### src/rtl/roi_pixel_sink.sv
// ROI pixel sink: latches a window request, collects its raster pixel
// stream and reports count, sum, peak location and protocol errors.
module roi_pixel_sink #(
    parameter int ROW_W     = 8,
    parameter int COL_W     = 8,
    parameter int CH_W      = 4,
    parameter int PIX_W     = 16,
    parameter int SUM_W     = 32,
    parameter int START_LAT = 2,
    parameter int SLACK     = 8
) (
    input  logic                   clk,
    input  logic                   rst_n,
    input  logic [ROW_W-1:0]       row_idx1,
    input  logic [COL_W-1:0]       col_idx1,
    input  logic [ROW_W-1:0]       row_idx2,
    input  logic [COL_W-1:0]       col_idx2,
    input  logic [CH_W-1:0]        channel_num,
    input  logic                   data_start,
    input  logic                   data_end,
    input  logic [PIX_W-1:0]       pixel_out,
    output logic                   busy,
    output logic                   done,
    output logic [CH_W-1:0]        res_ch,
    output logic [ROW_W+COL_W-1:0] pix_count,
    output logic [SUM_W-1:0]       pix_sum,
    output logic [PIX_W-1:0]       peak_val,
    output logic [ROW_W-1:0]       peak_row,
    output logic [COL_W-1:0]       peak_col,
    output logic                   err_len,
    output logic                   err_range,
    output logic                   err_timeout
);
    localparam int CNT_W = ROW_W + COL_W;
    localparam int LAT_W = $clog2(START_LAT + 1);

    typedef enum logic [1:0] {IDLE, WAIT, STREAM, DONE} state_t;
    state_t state, state_nxt;

    logic [ROW_W-1:0] r2_q, cur_row;
    logic [COL_W-1:0] c1_q, c2_q, cur_col;
    logic [CNT_W-1:0] exp_cnt, exp_req, cnt_nxt;
    logic [CNT_W:0]   lim;
    logic [LAT_W-1:0] lat_cnt;
    logic             range_bad, at_limit, last_pos, new_peak;

    always_comb begin
        range_bad = (row_idx2 < row_idx1) || (col_idx2 < col_idx1);
        exp_req   = (CNT_W'(row_idx2) - CNT_W'(row_idx1) + CNT_W'(1))
                  * (CNT_W'(col_idx2) - CNT_W'(col_idx1) + CNT_W'(1));
        cnt_nxt   = pix_count + CNT_W'(1);
        lim       = {1'b0, exp_cnt} + (CNT_W+1)'(SLACK);
        at_limit  = ({1'b0, cnt_nxt} == lim);
        last_pos  = (cur_row == r2_q) && (cur_col == c2_q);
        new_peak  = (pix_count == '0) || (pixel_out > peak_val);
    end

    always_ff @(posedge clk or negedge rst_n) begin
        if (!rst_n) state <= IDLE;
        else        state <= state_nxt;
    end

    always_comb begin
        state_nxt = state;
        unique case (state)
            IDLE: begin
                if (data_start) begin
                    if (range_bad)           state_nxt = DONE;
                    else if (START_LAT == 1) state_nxt = STREAM;
                    else                     state_nxt = WAIT;
                end
            end
            WAIT: begin
                if (data_end)                   state_nxt = DONE;
                else if (lat_cnt <= LAT_W'(1))  state_nxt = STREAM;
            end
            STREAM: begin
                if (data_end || at_limit) state_nxt = DONE;
            end
            DONE: state_nxt = IDLE;
            default: state_nxt = IDLE;
        endcase
    end

    always_comb begin
        busy = (state == WAIT) || (state == STREAM);
        done = (state == DONE);
    end

    always_ff @(posedge clk or negedge rst_n) begin
        if (!rst_n) begin
            r2_q        <= '0;
            c1_q        <= '0;
            c2_q        <= '0;
            cur_row     <= '0;
            cur_col     <= '0;
            exp_cnt     <= '0;
            lat_cnt     <= '0;
            res_ch      <= '0;
            pix_count   <= '0;
            pix_sum     <= '0;
            peak_val    <= '0;
            peak_row    <= '0;
            peak_col    <= '0;
            err_len     <= 1'b0;
            err_range   <= 1'b0;
            err_timeout <= 1'b0;
        end else begin
            unique case (state)
                IDLE: begin
                    if (data_start) begin
                        r2_q        <= row_idx2;
                        c1_q        <= col_idx1;
                        c2_q        <= col_idx2;
                        cur_row     <= row_idx1;
                        cur_col     <= col_idx1;
                        exp_cnt     <= exp_req;
                        lat_cnt     <= LAT_W'(START_LAT - 1);
                        res_ch      <= channel_num;
                        pix_count   <= '0;
                        pix_sum     <= '0;
                        peak_val    <= '0;
                        peak_row    <= '0;
                        peak_col    <= '0;
                        err_len     <= 1'b0;
                        err_range   <= range_bad;
                        err_timeout <= 1'b0;
                    end
                end
                WAIT: begin
                    lat_cnt <= lat_cnt - LAT_W'(1);
                    if (data_end || data_start) err_len <= 1'b1;
                end
                STREAM: begin
                    pix_count <= cnt_nxt;
                    pix_sum   <= pix_sum + SUM_W'(pixel_out);
                    if (new_peak) begin
                        peak_val <= pixel_out;
                        peak_row <= cur_row;
                        peak_col <= cur_col;
                    end
                    // Position sticks at the last corner once the window is full
                    if (!last_pos) begin
                        if (cur_col == c2_q) begin
                            cur_col <= c1_q;
                            cur_row <= cur_row + ROW_W'(1);
                        end else begin
                            cur_col <= cur_col + COL_W'(1);
                        end
                    end
                    if (data_start
                        || (data_end && (cnt_nxt != exp_cnt))
                        || (!data_end && (cnt_nxt >= exp_cnt)))
                        err_len <= 1'b1;
                    if (at_limit && !data_end) err_timeout <= 1'b1;
                end
                DONE: ;
                default: ;
            endcase
        end
    end
endmodule
### config.mk
export PLATFORM = sky130hd
export DESIGN_NAME = roi_pixel_sink
export DESIGN_NICKNAME = d
export VERILOG_FILES = /design/src/rtl/roi_pixel_sink.sv
export SDC_FILE = /design/constraint.sdc
export NUM_CORES = 1
export LEC_CHECK = 0
export CELL_PAD_IN_SITES_DETAIL_PLACEMENT = 1
export CELL_PAD_IN_SITES_GLOBAL_PLACEMENT = 1
export CORE_MARGIN = 2
export CORE_UTILIZATION = 45
export CTS_BUF_LIST = sky130_fd_sc_hd__clkbuf_8
export DETAILED_ROUTE_END_ITERATION = 10
export GPL_ROUTABILITY_DRIVEN = 0
export GPL_TIMING_DRIVEN = 0
export PLACE_DENSITY_LB_ADDON = 0.3
export SLEW_MARGIN = 40
export SYNTH_ARGS = -nofsm -noshare
export SYNTH_HDL_FRONTEND = slang
export SYNTH_SLANG_ARGS = --single-unit
### constraint.sdc
create_clock -name clk -period 4.4 [get_ports clk]
set_clock_uncertainty 0.05 [all_clocks]
set_input_delay 0.44 -clock clk [delete_from_list [all_inputs] [get_ports clk]]
set_output_delay 0.44 -clock clk [all_outputs]
set_load 0.02 [all_outputs]
==> report_table.html <==
<table>
<tr><th>Metric</th><th>Value</th></tr>
<tr><th colspan="2">Floorplan</th></tr>
<tr><td>CORE AREA</td><td>28600 sq um</td></tr>
<tr><td>Die X-Extent</td><td>174 um</td></tr>
<tr><td>I/O pin total</td><td>145</td></tr>
<tr><td># rows</td><td>62</td></tr>
<tr><td>Die outline area</td><td>30300 sq um</td></tr>
<tr><td>Die height</td><td>174 um</td></tr>
<tr><td>Initial Util</td><td>45.5%</td></tr>
<tr><th colspan="2">Placed design</th></tr>
<tr><td>Dpl hpwl</td><td>30800 um</td></tr>
<tr><td>IO Port Bufs</td><td>144</td></tr>
<tr><td>Placed standard-cell area</td><td>15200 sq um</td></tr>
<tr><th colspan="2">Critical path</th></tr>
<tr><td>Critical path start-end classification</td><td>in2reg</td></tr>
<tr><td>Startpoint types</td><td>input pin</td></tr>
<tr><td>Crit end category</td><td>flip-flop</td></tr>
<tr><td>Worst path required time</td><td>4.71 ns</td></tr>
<tr><td>Maximum fanout along the worst path</td><td>4</td></tr>
<tr><td>Arr. time, crit path</td><td>6.97 ns</td></tr>
<tr><td>CP max stage delay</td><td>0.61 ns</td></tr>
<tr><td>Crit-path slowest cell</td><td>fa_1</td></tr>
<tr><th colspan="2">STA</th></tr>
<tr><td>Highest Clock Rate</td><td>150 MHz</td></tr>
<tr><td>Period utilisation layout</td><td>151%</td></tr>
<tr><td>Max-slew headroom</td><td>45.5%</td></tr>
<tr><td>Final hold violation count</td><td>0</td></tr>
<tr><td>Unrepaired setup endpoints after global routing</td><td>true</td></tr>
<tr><td>Least setup slack across all paths after layout</td><td>-2.25 ns</td></tr>
<tr><td>Min cycle time layout</td><td>6.65 ns</td></tr>
<tr><td>Fin. max-slew vios</td><td>0</td></tr>
<tr><td>Count of final setup violators</td><td>12</td></tr>
<tr><td>Actual transition at the worst max-transition pin</td><td>0.817 ns</td></tr>
<tr><th colspan="2">Logic synthesis</th></tr>
<tr><td>Yosys warnings</td><td>0</td></tr>
<tr><td>Number of synthesized flops with an enable pin</td><td>0</td></tr>
<tr><td>Average cell area after synthesis</td><td>9.01 sq um</td></tr>
<tr><td>Post-synth ARST share</td><td>100%</td></tr>
<tr><td>Distinct cell type count after synthesis</td><td>76</td></tr>
<tr><td>Synthesized area</td><td>13000 sq um</td></tr>
<tr><td>Post-synth top flop</td><td>dfrtp_1</td></tr>
<tr><td>Register bit count reported by yosys</td><td>147</td></tr>
<tr><td>Instance count of the mapped netlist</td><td>1447</td></tr>
<tr><td>Share of synthesized area occupied by flip-flops and latches</td><td>28.2%</td></tr>
<tr><td>Synthesized net count</td><td>1693</td></tr>
<tr><th colspan="2">Routing</th></tr>
<tr><td>Count of unresolved DRC violations after routing</td><td>0</td></tr>
<tr><td>Avg WL per Cell</td><td>23.5 um</td></tr>
<tr><td>Via Count</td><td>12207</td></tr>
<tr><td>Per-cell via count in the routed design</td><td>5.82</td></tr>
<tr><td>Final WL</td><td>49200 um</td></tr>
<tr><td>Iteration count of the initial detailed-routing pass</td><td>7</td></tr>
<tr><td>Starting DRT DRC Count</td><td>687</td></tr>
<tr><td>Antenna-violating nets left</td><td>0</td></tr>
<tr><th colspan="2">Finish</th></tr>
<tr><td>Area added between synthesis and finish</td><td>30.9%</td></tr>
<tr><td>Area taken by flip-flops and latches</td><td>3680 sq um</td></tr>
<tr><td>Total of fill cells in the finished design</td><td>3165</td></tr>
<tr><td># nets final</td><td>1946</td></tr>
<tr><td>Commonest non-fill, non-tap cell in the layout</td><td>inv_1</td></tr>
<tr><td>Share of post-route cells with drive strength above 1</td><td>19.1%</td></tr>
<tr><td>Final standard cell area without fillers</td><td>17100 sq um</td></tr>
<tr><td>Multi-input gate area in the final layout</td><td>9320 sq um</td></tr>
<tr><td>Most frequent cells in the layout</td><td>173 x inv_1, 162 x nand2_1, 147 x dfrtp_1</td></tr>
<tr><td>Diode insertion count for antenna repair</td><td>0</td></tr>
<tr><th colspan="2">Hold path</th></tr>
<tr><td>Worst min-delay path category</td><td>in2reg</td></tr>
<tr><th colspan="2">Clock network</th></tr>
<tr><td>Clock sink count</td><td>147</td></tr>
<tr><td>Number of buffers between clock root and the deepest sink</td><td>2</td></tr>
<tr><td>TritonCTS clock tree</td><td>done</td></tr>
<tr><td>Clock Tree Root</td><td>clkbuf_8</td></tr>
<tr><td>Number of levels the H-tree was split into</td><td>4</td></tr>
<tr><td>Clock slew at reported path FFs</td><td>0.12 ns</td></tr>
<tr><td>Num CTS Buffers</td><td>17</td></tr>
<tr><td>Clock latency on the worst-skew pair</td><td>0.49 ns</td></tr>
<tr><th colspan="2">Global route</th></tr>
<tr><td>Largest net degree at the start of global routing</td><td>72</td></tr>
<tr><td>Global-route congestion overflow total</td><td>0</td></tr>
<tr><td>Global-route wire length before repair</td><td>69700 um</td></tr>
<tr><td>Number of antenna violations at the first check in global routing</td><td>0</td></tr>
<tr><td>All-layer global routing usage</td><td>29.2%</td></tr>
<tr><td>Vias in the first global route</td><td>13124</td></tr>
<tr><th colspan="2">Run status</th></tr>
<tr><td>Result of the run</td><td>finished with violations</td></tr>
<tr><td>Violations in the final reports</td><td>negative setup slack</td></tr>
<tr><th colspan="2">Run</th></tr>
<tr><td>Max Cap Violations</td><td>0</td></tr>
</table>
-- path summary, 6_finish.rpt --
path,startpoint,depth (start not counted),slack (ns),end
max,col_idx2[0],30,-2.25,exp_cnt[15]
min,col_idx1[0],2,0.19,c1_q[0]
max reg2reg,pix_count[2],13,0.45,err_len
min reg2reg,exp_cnt[14],2,0.44,exp_cnt[14]
max in group asynchronous,rst_n,3,3.34,c1_q[2]
min in group asynchronous,rst_n,2,0.31,peak_val[9]
-- per-stage QoR --
step | std cells | util (%) | setup slack, ns | TNS [ns] | hold slack [ns]
floorplan | 1447 | - | -1.99 | -15.37 | 0.0944
global placement | 1975 | 52.9 | -3.50 | -532.09 | 0.411
detailed placement | 1977 | 53.1 | -3.68 | -33.11 | 0.239
CTS | 2056 | 57.4 | -2.20 | -15.73 | 0.167
global route | 2097 | 59.6 | -2.38 | -19.45 | 0.167
finish | 2097 | 59.6 | -2.25 | -18.17 | 0.186
-- layer usage --
metal	vias up	track usage [%]	wire, um
met3	218	3.92	2490
met2	511	53.6	25300
li1	5333	-	-
met5	-	0	0
met4	0	12.5	3130
met1	6145	34.2	18200
-- kinds of logic (layout without fill, tap and decap cells) --
logic type | after synthesis | count (layout) | share of synthesized area [%]
AO/OA/AOI/OAI | 245 | 245 | 11.7
XOR/XNOR | 122 | 122 | 9.32
adder cells (fa/ha/maj) | 190 | 190 | 22.4
buffers and inverters | 242 | 508 | 7.05
flip-flops | 147 | 147 | 28.2
multiplexers | 65 | 65 | 5.21
AND/OR/NAND/NOR | 436 | 436 | 16.1
-- Yosys cell counts, types with 11 or more instances --
library cell	n	share of area, %
inv_1	200	5.8
nand2_1	174	5.0
dfrtp_1	147	28
ha_1	118	11
o21ai_0	91	3.5
nor2_1	73	2.1
fa_1	72	11
xnor2_1	65	4.4
a21oi_1	57	2.2
xor2_1	46	3.1
mux2i_1	42	3.2
nand3_1	36	1.4
and2_1	35	1.7
clkbuf_1	35	1.0
nor3_1	28	1.1
mux2_2	23	2.0
a21o_1	17	0.98
nand4_1	15	0.72
o21a_1	14	0.81
and3_1	11	0.53
nor4_1	11	0.53
-- state kept, by name, indices dropped and copies added (netlist names), 8 cells and up --
signal     flops
peak_row       8
pix_sum       32
pix_count     16
c2_q           8
c1_q           8
cur_row        8
peak_val      16
peak_col       8
cur_col        8
exp_cnt       16
r2_q           8
-- worst max-delay path, delay by kind of cell --
kind                     cells  cell delay, ns
AO/OA/AOI/OAI                8            1.45
AND/OR/NAND/NOR              5            0.80
adder cells (fa/ha/maj)      8            3.29
XOR/XNOR                     2            0.53
buffers and inverters        7            0.42
-- layout make-up --
cell class / count / share of cell area [%]
repair buffers: 235 / 12.9
inverters: 200 / 4.56
clock inverters: 15 / 1.17
clock buffers: 17 / 1.37
plain buffers: 41 / 0.991
well taps: 384 / 2.82
flip-flops and latches: 147 / 21.6
multi-input cells: 1058 / 54.6
-- repair_timing --
item	in CTS	in global routing
hold buffers	1	0
resized for setup	146	81
setup buffers	46	44
setup endpoints to repair	13	13
endpoints found under the hold margin	18	0
pin swaps	57	63
Power is left out: the tool's default activity adds up to more than one toggle a clock period on the data nets, which glitch-free logic cannot reach.
